===== config.mk =====
export PLATFORM = sky130hd
export DESIGN_NAME = sweep_sequencer
export DESIGN_NICKNAME = d
export VERILOG_FILES = /design/src/rtl/sweep_sequencer.sv
export SDC_FILE = /design/constraint.sdc
export NUM_CORES = 1
export LEC_CHECK = 0
export BUFFER_PORTS_ARGS = -buffer_cell sky130_fd_sc_hd__buf_2
export CORE_UTILIZATION = 50
export DETAILED_ROUTE_END_ITERATION = 7
export PLACE_DENSITY = 0.72
export SETUP_SLACK_MARGIN = 0.02
export SYNTH_ARGS = -nofsm -noshare
export SYNTH_HDL_FRONTEND = slang
export SYNTH_SLANG_ARGS = --single-unit

===== constraint.sdc =====
create_clock -name clk -period 2.58 [get_ports clk]
set_input_delay 0.516 -clock clk [delete_from_list [all_inputs] [get_ports clk]]
set_output_delay 0.516 -clock clk [all_outputs]
set_load 0.05 [all_outputs]

===== src/rtl/sweep_sequencer.sv =====
// sweep_sequencer: triangle-sweep controller driving an up/down counter's set/enable/direction pins.
// Define SWEEP_SEQUENCER_PAUSE_EN to add a pause input that freezes stepping in UP/DOWN.
module sweep_sequencer #(
   parameter int CW = 4,
   parameter int PW = 8,
   parameter int NW = 4
) (
   input  logic          clk,
   input  logic          rst_n,
   input  logic          start,
   input  logic          abort,
`ifdef SWEEP_SEQUENCER_PAUSE_EN
   input  logic          pause,
`endif
   input  logic [CW-1:0] lo,
   input  logic [CW-1:0] hi,
   input  logic [PW-1:0] prescale,
   input  logic [NW-1:0] n_sweeps,
   output logic          cnt_set,
   output logic [CW-1:0] cnt_set_value,
   output logic          cnt_enable,
   output logic          cnt_up,
   output logic          busy,
   output logic          done,
   output logic          err,
   output logic [NW-1:0] sweep_cnt
);
   typedef enum logic [2:0] {IDLE, LOAD, UP, DOWN, DONE} state_t;
   state_t        state_q;
   logic [CW-1:0] lo_q, hi_q, pos_q, set_val_q;
   logic [PW-1:0] ps_q, pc_q;
   logic [NW-1:0] n_q, sc_q, sc_d;
   logic          set_q, en_q, up_q, busy_q, done_q, err_q;
   logic          tick, hold;
   assign tick = pc_q == ps_q;
   assign sc_d = sc_q + NW'(1);
`ifdef SWEEP_SEQUENCER_PAUSE_EN
   assign hold = pause;
`else
   assign hold = 1'b0;
`endif
   always_ff @(posedge clk or negedge rst_n) begin
      if (!rst_n) begin
         state_q   <= IDLE;
         lo_q      <= '0;
         hi_q      <= '0;
         pos_q     <= '0;
         set_val_q <= '0;
         ps_q      <= '0;
         pc_q      <= '0;
         n_q       <= '0;
         sc_q      <= '0;
         set_q     <= 1'b0;
         en_q      <= 1'b0;
         up_q      <= 1'b0;
         busy_q    <= 1'b0;
         done_q    <= 1'b0;
         err_q     <= 1'b0;
      end else begin
         set_q  <= 1'b0;
         en_q   <= 1'b0;
         done_q <= 1'b0;
         err_q  <= 1'b0;
         if (abort && state_q != IDLE) begin
            state_q <= IDLE;
            busy_q  <= 1'b0;
         end else begin
            case (state_q)
               IDLE: if (start) begin
                  if (lo < hi) begin
                     lo_q      <= lo;
                     hi_q      <= hi;
                     ps_q      <= prescale;
                     n_q       <= n_sweeps;
                     sc_q      <= '0;
                     pos_q     <= lo;
                     set_q     <= 1'b1;
                     set_val_q <= lo;
                     busy_q    <= 1'b1;
                     state_q   <= LOAD;
                  end else begin
                     err_q <= 1'b1;
                  end
               end
               LOAD: begin
                  state_q <= UP;
                  up_q    <= 1'b1;
                  pc_q    <= '0;
               end
               UP, DOWN: if (!hold) begin
                  if (!tick) begin
                     pc_q <= pc_q + 1'b1;
                  end else begin
                     pc_q <= '0;
                     // a tick at a bound is spent as a dwell, not a step
                     if (state_q == UP) begin
                        if (pos_q != hi_q) begin
                           en_q  <= 1'b1;
                           pos_q <= pos_q + 1'b1;
                        end else begin
                           state_q <= DOWN;
                           up_q    <= 1'b0;
                        end
                     end else if (pos_q != lo_q) begin
                        en_q  <= 1'b1;
                        pos_q <= pos_q - 1'b1;
                     end else begin
                        sc_q <= sc_d;
                        if (n_q != '0 && sc_d == n_q) begin
                           state_q <= DONE;
                           done_q  <= 1'b1;
                        end else begin
                           state_q <= UP;
                           up_q    <= 1'b1;
                        end
                     end
                  end
               end
               DONE: begin
                  state_q <= IDLE;
                  busy_q  <= 1'b0;
               end
               default: state_q <= IDLE;
            endcase
         end
      end
   end
   assign cnt_set       = set_q;
   assign cnt_set_value = set_val_q;
   assign cnt_enable    = en_q;
   assign cnt_up        = up_q;
   assign busy          = busy_q;
   assign done          = done_q;
   assign err           = err_q;
   assign sweep_cnt     = sc_q;
endmodule


==> summary.md, run 1 <==
| Metric | Value |
|---|---|
| Core Area | 4723 um2 |
| Max stage delay cell, worst path | dfrtp_1 |
| Initial DRC count | 146 |
| Pre-antenna DRT Iters | 4 |
| Die area | 5225 um2 |
| Max Cap Violations | 0 |
| Hold Crit Class | in -> async |
| Crit path launch type | flip-flop |
| Setup_tns | 0 ns |
| First-pass GRT wire length | 8.500 mm |
| Final Max Slew Viols | 0 |
| Die X | 72.29 um |
| Final hold violations | 0 |
| CP max stage delay | 0.44 ns |
| Congestion Overflow GR | 0 |
| # fillers | 414 |
| Critical Path AT | ~2.4 ns |
| Clock root cell | clkbuf_8 |
| Layout cell share with drive strength beyond 1 | a little under a quarter |
| Met1 WL | 2.390 mm |
| Leak | between 0.001 and 0.0015 uW |
| Num CTS Buffers | 5 |
| CP top delay family | simple AND/OR/NAND/NOR gates |
| Final GP Congestion | between 0.8 and 0.9 |
| Post-synthesis cell count | 233 |
| Final setup viols | 0 |
| Post-synthesis cell type count | 51 |
| Asr flop ratio synth | 100.0% |
| Worst-Skew Late Latency | 0.31 ns |
| Drt total wl | 5.105 mm |
| Post-CTS Resized | 0 |
| Layout Nets | 310 |
| # port buffers | 37 |
| Req. time, crit path | 2.77 ns |
| Syn Std Cell Area | 2470 um2 |
| DPL Wire Length | slightly below 4 mm |
| Period minus WS final | 2.224 ns |
| Min Hold Slack | 0.1136 ns |
| Commonest non-fill, non-tap cells in the layout | dfrtp_1, buf_2, nand2_1, mux2_1, a21oi_1 |
| Via density | between 5 and 6 |
| Clock skew | between 0.01 and 0.015 ns |
| CP Max Fanout | 4 |
| Worst Tran Pin Value | a little under 0.4 ns |
| Max-Slew Margin vs Limit | 74.09% |
| Wirelength per Cell | between 10 and 15 um |
| Initial Util | 52.29% |
| Cts hold-fix bufs | 0 |
| Top_reg_cell synth | dfrtp_1 |
| Critical path class | reg -> reg |
| Syn-to-layout area delta | 17.02% |
| Routed wl met2 | 2.402 mm |
| Worst IR drop on VDD | 666.7 uV |
| Maximum clock frequency | 449.7 MHz |
| Average instance area after synthesis | approximately 11 um2 |
| Initial antenna violation count | 0 |
| Final Cycle Share | about 86% |
| Top Ports | 38 |
| Core Rows | 25 |
| Die Ht | 72.29 um |
| Mapped Nets | around 270 |
| Final ANT Viol Nets | 0 |
| EDFF count, synth | 0 |
| CP cell instances | xor2_1, nor4_4, nand3_2, o31a_1, or2_1, a211o_1 |
| Synth warn | 0 |
| Inserted Diodes | 0 |
| Total GRT Usage | about a fifth |
| #FFs+latches synth | 45 |
| Sequential element share of the synthesized area | between 40% and 50% |
| Via Count | 1,887 |
| CTS tree | yes |
| Vias in the first global route | 1,800 |
| Max layer used | met4 |
| Clock transition at the registers of the reported paths | 0.09 ns |
| Metal3 WL | 244 um |
| RSZ-0062 raised after global routing | no |
| Status | complete, no violations |
| Postcts setup bufs | 0 |
| Pin count of the biggest net entering global routing | 30 |
| H-tree depth | 2 |
| Remaining DRCs | 0 |
| CTS Sinks | 45 |
| Pwr dens | 1279 nW/um2 |
| Clock Path Buffers | 2 |
| Leading cell type in the layout, fill and taps excluded | dfrtp_1 |
| CP Capture Type | flip-flop |
| Crit path buf inv count | 0 |
[flip-flops by register name, summed over array words and instances (netlist names)]
register / flops
busy: 1
cnt_enable: 1
cnt_set: 1
cnt_set_value: 4
cnt_up: 1
done: 1
err: 1
hi_q: 4
n_q: 4
pc_q: 8
pos_q: 4
ps_q: 8
state_q: 3
sweep_cnt: 4
[cell type report]
cell class	count	area (um2)	area share (%)
Clock buffer	5	68.82	2.381
Clock inverter	3	65.06	2.251
Inverter	8	30.03	1.039
Multi-Input combinational cell	174	1279	44.24
Sequential cell	45	1126	38.96
Tap cell	67	83.83	2.900
Timing Repair Buffer	44	237.7	8.225
[metrics by stage]
| stage | area [um2] | instances | utilization [%] | setup slack [ns] | total power (uW) |
|---|---|---|---|---|---|
| 2_1_floorplan | 2470 | 233 | - | 0.3835 | 2639 |
| 3_3_place_gp | 2756 | 338 | 58.36 | 0.2477 | 3027 |
| 3_5_place_dp | 2756 | 338 | 58.36 | 0.1720 | 3078 |
| 4_1_cts | 2890 | 346 | 61.19 | 0.3423 | 3711 |
| 5_1_grt | 2890 | 346 | 61.19 | 0.2421 | 3951 |
| 6_report | 2890 | 346 | 61.19 | 0.3564 | 3695 |
[cell usage after synthesis (3+ instances only)]
cell type   n  area (um2)
xnor2_1    13       113.9
nor3_1      4       20.02
nand2_1    20       75.07
buf_2       4       20.02
o31ai_1     5       37.54
inv_1       6       22.52
o21ai_1    11       55.05
dfrtp_1    45        1126
ha_1        7       87.58
a21oi_1    15       75.07
nand3_1     5       25.02
nand4_1     3       18.77
xor2_1      9       78.83
mux2i_1     4       40.04
mux2_1     20       225.2
nor2_1     14       52.55
and3_1      4       25.02
nand2b_1    5       31.28
[metal layers]
metal / track usage (%) / vias up
li1: - / 913
met1: 29.50 / 908
met2: 33.64 / 59
met3: 4.722 / 7
met4: 5.882 / 0
met5: 0 / -
[where the power goes]
part | internal (uW) | leakage [uW] | switching (uW) | total (uW)
Combinational | 754 | 0.000701 | 1050 | 1800
Sequential | 978 | 0.000560 | 286 | 1260
Clock | 385 | 0.0000681 | 245 | 629
Total | 2120 | 0.00133 | 1580 | 3700
[kinds of logic after synthesis]
| family | Yosys count | share of synthesized area, % |
|---|---|---|
| flip-flops | 45 | 45.59 |
| AND/OR/NAND/NOR | 71 | 16.01 |
| XOR/XNOR | 22 | 7.802 |
| AO/OA/AOI/OAI | 48 | 12.41 |
| adder cells (fa/ha/maj) | 8 | 4.357 |
| multiplexers | 25 | 11.20 |
| buffers and inverters | 14 | 2.634 |
[path summary, 6_finish.rpt]
| kind | start | to | slack [ns] | cells after the start |
|---|---|---|---|---|
| min in group clk | prescale[0] | ps_q[0] | 0.42 | 2 |
| worst max register to register | pc_q[6] | sweep_cnt[2] | 0.36 | 6 |
| worst max-delay path | pc_q[6] | sweep_cnt[2] | 0.36 | 6 |
| worst min register to register | ps_q[0] | ps_q[0] | 0.51 | 1 |
| max in group asynchronous | rst_n | cnt_set_value[1] | 1.75 | 2 |
| worst min-delay path | rst_n | ps_q[0] | 0.11 | 1 |
No activity file was read; power rests on OpenSTA's default activity.
==> run 2, diff against run 1 <==
- PLACE_DENSITY: 0.72 -> 0.74
- clock period: 2.58 -> 1.95 ns (I/O delays scaled with it)
==> run 2 against run 1 <==
Net effect:
- the flow now finishes with violations (setup timing)
- largest power group unchanged
- fmax up 13%
- sequential power up 29%
- clock power rose by 17%
- critical path depth unchanged
- clock skew is 0.0019 ns lower
- flip-flop and latch count is the same
==> summary.md, run 2 (synthesis results as in run 1) <==
| Metric | Value |
|---|---|
| Inserted Diodes | 0 |
| Final ANT Viol Nets | 0 |
| Final setup viols | 6 |
| Max Cap Violations | 0 |
| Drt total wl | 5.280 mm |
| Leak | 0.001495 uW |
| Core Area | approximately 4700 um2 |
| Leading cell type in the layout, fill and taps excluded | dfrtp_1 |
| Pin count of the biggest net entering global routing | 28 |
| Final GP Congestion | 0.9183 |
| # fillers | 358 |
| Worst Tran Pin Value | 0.4548 ns |
| Min Hold Slack | 0.02475 ns |
| DPL Wire Length | 3.999 mm |
| R2R depth | 6 |
| Crit path launch type | flip-flop |
| Worst IR drop on VDD | 1239 uV |
| Layout Nets | 339 |
| H-tree depth | 2 |
| CP cell instances | xor2_1, nor4_4, nand3_2, o31a_1, or2_4, mux2_4 |
| Vias in the first global route | 1,921 |
| Clock Path Buffers | 2 |
| Clock transition at the registers of the reported paths | ~0.09 ns |
| # port buffers | 37 |
| Critical Path AT | 2.15 ns |
| RSZ-0062 raised after global routing | yes |
| Remaining DRCs | 0 |
| CP Max Fanout | 4 |
| Critical path class | reg -> reg |
| Fin area | 3232 um2 |
| Die Ht | between 70 and 80 um |
| Final Cycle Share | 100.5% |
| Largest regs | pc_q x8, ps_q x8 |
| Commonest non-fill, non-tap cells in the layout | dfrtp_1, buf_2, buf_4 |
| Core Rows | 25 |
| Worst-Skew Late Latency | 0.30 ns |
| Final hold violations | 0 |
| Top Ports | 38 |
| Status | complete, but fails checks |
| Congestion Overflow GR | 0 |
| Max stage delay cell, worst path | dfrtp_1 |
| Cts hold-fix bufs | 0 |
| Clock root cell | clkbuf_8 |
| Total GRT Usage | 22.86% |
| Req. time, crit path | 2.13 ns |
| Clock skew | 0.008526 ns |
| PnR worst setup slack | -0.01064 ns |
| Period minus WS final | 1.961 ns |
| Die X | just over 70 um |
| Final Max Slew Viols | 0 |
| Initial DRC count | 95 |
| Wirelength per Cell | between 10 and 15 um |
| Syn-to-layout area delta | 30.85% |
| Pre-antenna DRT Iters | 5 |
| CTS Sinks | 45 |
| Pwr dens | around 1600 nW/um2 |
| Die area | approximately 5200 um2 |
| Layout cell share with drive strength beyond 1 | about 36% |
| Setup_tns | -0.02340 ns |
| CP Capture Type | flip-flop |
| Via density | 5.384 |
| Hold Crit Class | in -> async |
| Fin util | 68.42% |
| Max-Slew Margin vs Limit | 69.68% |
| Pwr Total | 5285 uW |
| First-pass GRT wire length | 9.004 mm |
| CP max stage delay | 0.40 ns |
| Initial Util | 52.29% |
| CTS tree | yes |
| Initial antenna violation count | 0 |
| Failing checks | setup timing |
| Placed inst area | a little over 3000 um2 |
| Via Count | 2,019 |
| Maximum clock frequency | 510.0 MHz |
| Num CTS Buffers | 5 |
[run 2: cell types whose count changed in the layout (fill, tap and decap cells not counted), moves of 2 or more]
cell,before,now
a21oi_2,1,4
a21oi_1,15,12
dfrtp_1,45,41
dfrtp_2,0,4
xor2_2,0,2
xor2_1,9,7
buf_4,7,33
buf_12,0,2
[run 2: repair_timing]
item                                    CTS  global route
buffers inserted                          1             2
cloned                                    0             0
endpoints found under the setup margin    8            18
pin swaps                                 8             5
gates resized for setup                   6             8
[run 2: report_power, final]
group,switching [uW],internal (uW),leakage [uW]
Clock,317,417,0.0000574
Sequential,326,1300,0.000555
Combinational,1590,1340,0.000883
Total,2230,3050,0.00150
[run 2: routing by layer]
layer  vias up  share of wire [%]  GRT usage [%]
li1        983                  -              -
met1       957                 47          32.88
met5         -                  0              0
met3         9                5.8          4.306
met2        70                 45          35.10
met4         0                1.5          7.190
[run 2: worst max-delay path, delay by kind of cell, from the launching register on]
family           cells  cell delay (ns)
multiplexers         1             0.26
XOR/XNOR             1             0.19
AO/OA/AOI/OAI        1             0.28
AND/OR/NAND/NOR      3             0.72
flip-flops           1             0.40
[run 2: worst paths after layout]
path	start	end	slack, ns
max	ps_q[7]	sweep_cnt[0]	-0.01
min	rst_n	done	0.02
max reg2reg	ps_q[7]	sweep_cnt[0]	-0.01
min reg2reg	pc_q[6]	pc_q[6]	0.51
max in group asynchronous	rst_n	sweep_cnt[0]	1.41
min in group clk	prescale[4]	ps_q[4]	0.30
[run 2: final cells by class]
type	count	area, um2	share of cell area (%)
tap	67	83.83	2.594
multi-input combinational	174	1370	42.39
timing repair buffer	73	484.2	14.98
sequential	45	1131	35.00
clock buffer	6	82.58	2.555
clock inverter	2	37.54	1.161
inverter	8	42.54	1.316
[run 2: per-stage QoR]
| stage | setup WS [ns] | instances |
|---|---|---|
| after floorplan | -0.09360 | 233 |
| after global placement | -0.2942 | 364 |
| after detailed placement | -0.3360 | 364 |
| after CTS | -0.04132 | 373 |
| after global routing | -0.1093 | 375 |
| final | -0.01064 | 375 |
==> run 3, diff against run 2 <==
- ABC_AREA: default -> 1
==> run 3 against run 2 <==
Net effect:
- non-clock buffer count is 29 lower
- die area rose by 6.7%
- the flow now finishes without violations
- largest power group unchanged
- first-iteration DRC count is 73% higher
- clock skew decreased by 0.0033 ns
- critical path depth is 4 higher
- worst hold slack improved by 0.025 ns
- flip-flop and latch count unchanged
==> summary.md, run 3 <==
| Metric | Value |
|---|---|
| Commonest non-fill, non-tap cells in the layout | nand2_1, dfrtp_1, inv_1 |
| Setup WS pre-CTS | approximately 0.021 ns |
| Wirelength per Cell | 11.38 um |
| Die area | 5575 um2 |
| Final Cycle Share | roughly 90% |
| Maximum clock frequency | approximately 570 MHz |
| Largest regs | pc_q x8, ps_q x8 |
| Hold Crit Class | in -> async |
| Synth warn | 0 |
| Postcts setup bufs | 0 |
| Yosys top cell by area | dfrtp_1 |
| Worst-Skew Late Latency | approximately 0.3 ns |
| Vias in the first global route | 2,054 |
| Clock root cell | clkbuf_8 |
| Dominant cell by count in the synthesized netlist | nand2_1 |
| Min Hold Slack | between 0.05 and 0.06 ns |
| Drt total wl | about 5.4 mm |
| Via Count | 2,281 |
| Die Ht | about 75 um |
| Final ANT Viol Nets | 0 |
| Worst IR drop on VDD | 835.9 uV |
| Final Max Slew Viols | 0 |
| RSZ-0062 raised after global routing | no |
| Leading cell type in the layout, fill and taps excluded | nand2_1 |
| Post-synthesis cell count | 360 |
| DP Cell Count | 469 |
| Synth top area cells | dfrtp_1, nand2_1, inv_1 |
| CP Capture Type | flip-flop |
| Xor/xnor share of the synthesized area | 3.318% |
| PnR worst setup slack | 0.1988 ns |
| Layout cell share with drive strength beyond 1 | 17.69% |
| CTS Sinks | 45 |
| Critical Path AT | a little under 2 ns |
| DPL Wire Length | around 4.1 mm |
| Req. time, crit path | 2.13 ns |
| EDFF count, synth | 0 |
| Fin area | 3028 um2 |
| Total GRT Usage | ~22% |
| Clock transition at the registers of the reported paths | 0.08 ns |
| Max-Slew Margin vs Limit | about 66% |
| Adder-cell area share of the yosys netlist | 4.076% |
| Core Rows | 26 |
| Commonest cells in the netlist | nand2_1, dfrtp_1, inv_1, nor2_1, nand3_1 |
| Final GP Congestion | about 0.84 |
| Post-synthesis cell type count | 32 |
| #FFs+latches synth | 45 |
| # port buffers | 37 |
| Critical path class | reg -> reg |
| Post-CTS Resized | 0 |
| Inserted Diodes | 0 |
| Syn Std Cell Area | around 2600 um2 |
| Initial DRC count | 164 |
| Final hold violations | 0 |
| Pin count of the biggest net entering global routing | 28 |
| Placed inst area | roughly 2900 um2 |
| Initial Util | ~52% |
| Syn-to-layout area delta | 14.69% |
| Final setup viols | 0 |
| Via density | 4.782 |
| Crit path launch type | flip-flop |
| CP Max Fanout | 4 |
| Clock Path Buffers | 2 |
| Pwr dens | 1638 nW/um2 |
| Multiplexer share of the synthesized area | 0% |
| Mapped Nets | 392 |
| Cts hold-fix bufs | 0 |
| Pre-antenna DRT Iters | 4 |
| Yosys top cell area share | 42.65% |
| Simple-Gate Fraction of Synth Area | 35.83% |
| Top Ports | 38 |
| Remaining DRCs | 0 |
| Finished Layout Cells | between 400 and 500 |
| Congestion Overflow GR | 0 |
| Clock skew | 0.005238 ns |
| Average instance area after synthesis | 7.333 um2 |
| Die X | 74.67 um |
| Num CTS Buffers | 5 |
| CTS tree | yes |
| # fillers | 477 |
| Worst Tran Pin Value | 0.5038 ns |
| Max Cap Violations | 0 |
| Initial antenna violation count | 0 |
| Setup_tns | 0 ns |
| Post-synthesis compound-gate area fraction | under 10% |
| Core Area | 5107 um2 |
| Sequential element share of the synthesized area | 42.65% |
| Leak | around 0.0017 uW |
| H-tree depth | 2 |
| Period minus WS final | roughly 1.8 ns |
| Main combinational cell family by area after synthesis | simple AND/OR/NAND/NOR gates |
| Asr flop ratio synth | 100.0% |
| Status | complete, no violations |
| First-pass GRT wire length | approximately 9.3 mm |
| Layout Nets | 438 |
| Top_reg_cell synth | dfrtp_1 |
==> run 3: cell types whose count changed in the layout (fill, tap and decap cells not counted), sizes merged, moves of 6 or more <==
cell    before  now
inv          8   42
a21oi       16    8
buf         73   44
nor2        14   33
mux2        21    0
o21ai       12   21
nand3        6   20
xor2         9    2
nand2       20  157
nand2b       6    0
==> run 3: report_power, final <==
| group | total (uW) | leakage, uW | switching [uW] | internal, uW |
|---|---|---|---|---|
| logic | 2690 | 0.00109 | 1760 | 924 |
| registers | 1650 | 0.000580 | 356 | 1290 |
| clock network | 625 | 0.0000542 | 304 | 320 |
==> run 3: cell type report <==
cell class              instances  area, um2  share of cell area, %
repair buffers                 44      237.7                  7.851
inverters                      42      162.7                  5.372
clock buffers                   7      96.34                  3.182
well taps                      70      87.58                  2.893
flip-flops and latches         45       1126                  37.19
clock inverters                 1      5.005                 0.1653
multi-input cells             268       1313                  43.35
==> run 3: stage by stage <==
step                util, %  power, uW
floorplan                 -       3745
global placement      57.30       4291
detailed placement    57.30       4335
CTS                   59.28       4990
global route          59.28       5447
finish                59.28       4959
==> run 3: path summary, 6_finish.rpt <==
path | startpoint | to | slack, ns | depth (start not counted)
min in group clk | n_sweeps[3] | n_q[3] | 0.28 | 3
max in group asynchronous | rst_n | pos_q[3] | 1.34 | 2
min | rst_n | pc_q[2] | 0.05 | 1
max reg2reg | state_q[0] | pos_q[3] | 0.20 | 10
max | state_q[0] | pos_q[3] | 0.20 | 10
min reg2reg | cnt_up | cnt_up | 0.48 | 2
==> run 3: kinds of logic after synthesis <==
group | after synthesis
buffers and inverters | 47
AO/OA/AOI/OAI | 32
flip-flops | 45
XOR/XNOR | 10
adder cells (fa/ha/maj) | 8
AND/OR/NAND/NOR | 218
==> run 3: worst max-delay path: stages, from the launching register on <==
cell and delay, ns:
dfrtp_1 0.41, nor2_4 0.17, nand2_2 0.10, ha_1 0.28
a21o_1 0.17, a21oi_1 0.15, a21oi_1 0.08, o21ai_0 0.08
nand2_1 0.06, nand2_1 0.07, nand2_1 0.05
==> run 3: layer usage <==
metal | global-route usage [%] | routed length (um) | vias up
li1 | - | - | 1203
met5 | 0 | 0 | -
met2 | 34.43 | 2455 | 47
met1 | 31.39 | 2601 | 1022
met4 | 6.918 | 89 | 0
met3 | 4.016 | 279 | 9
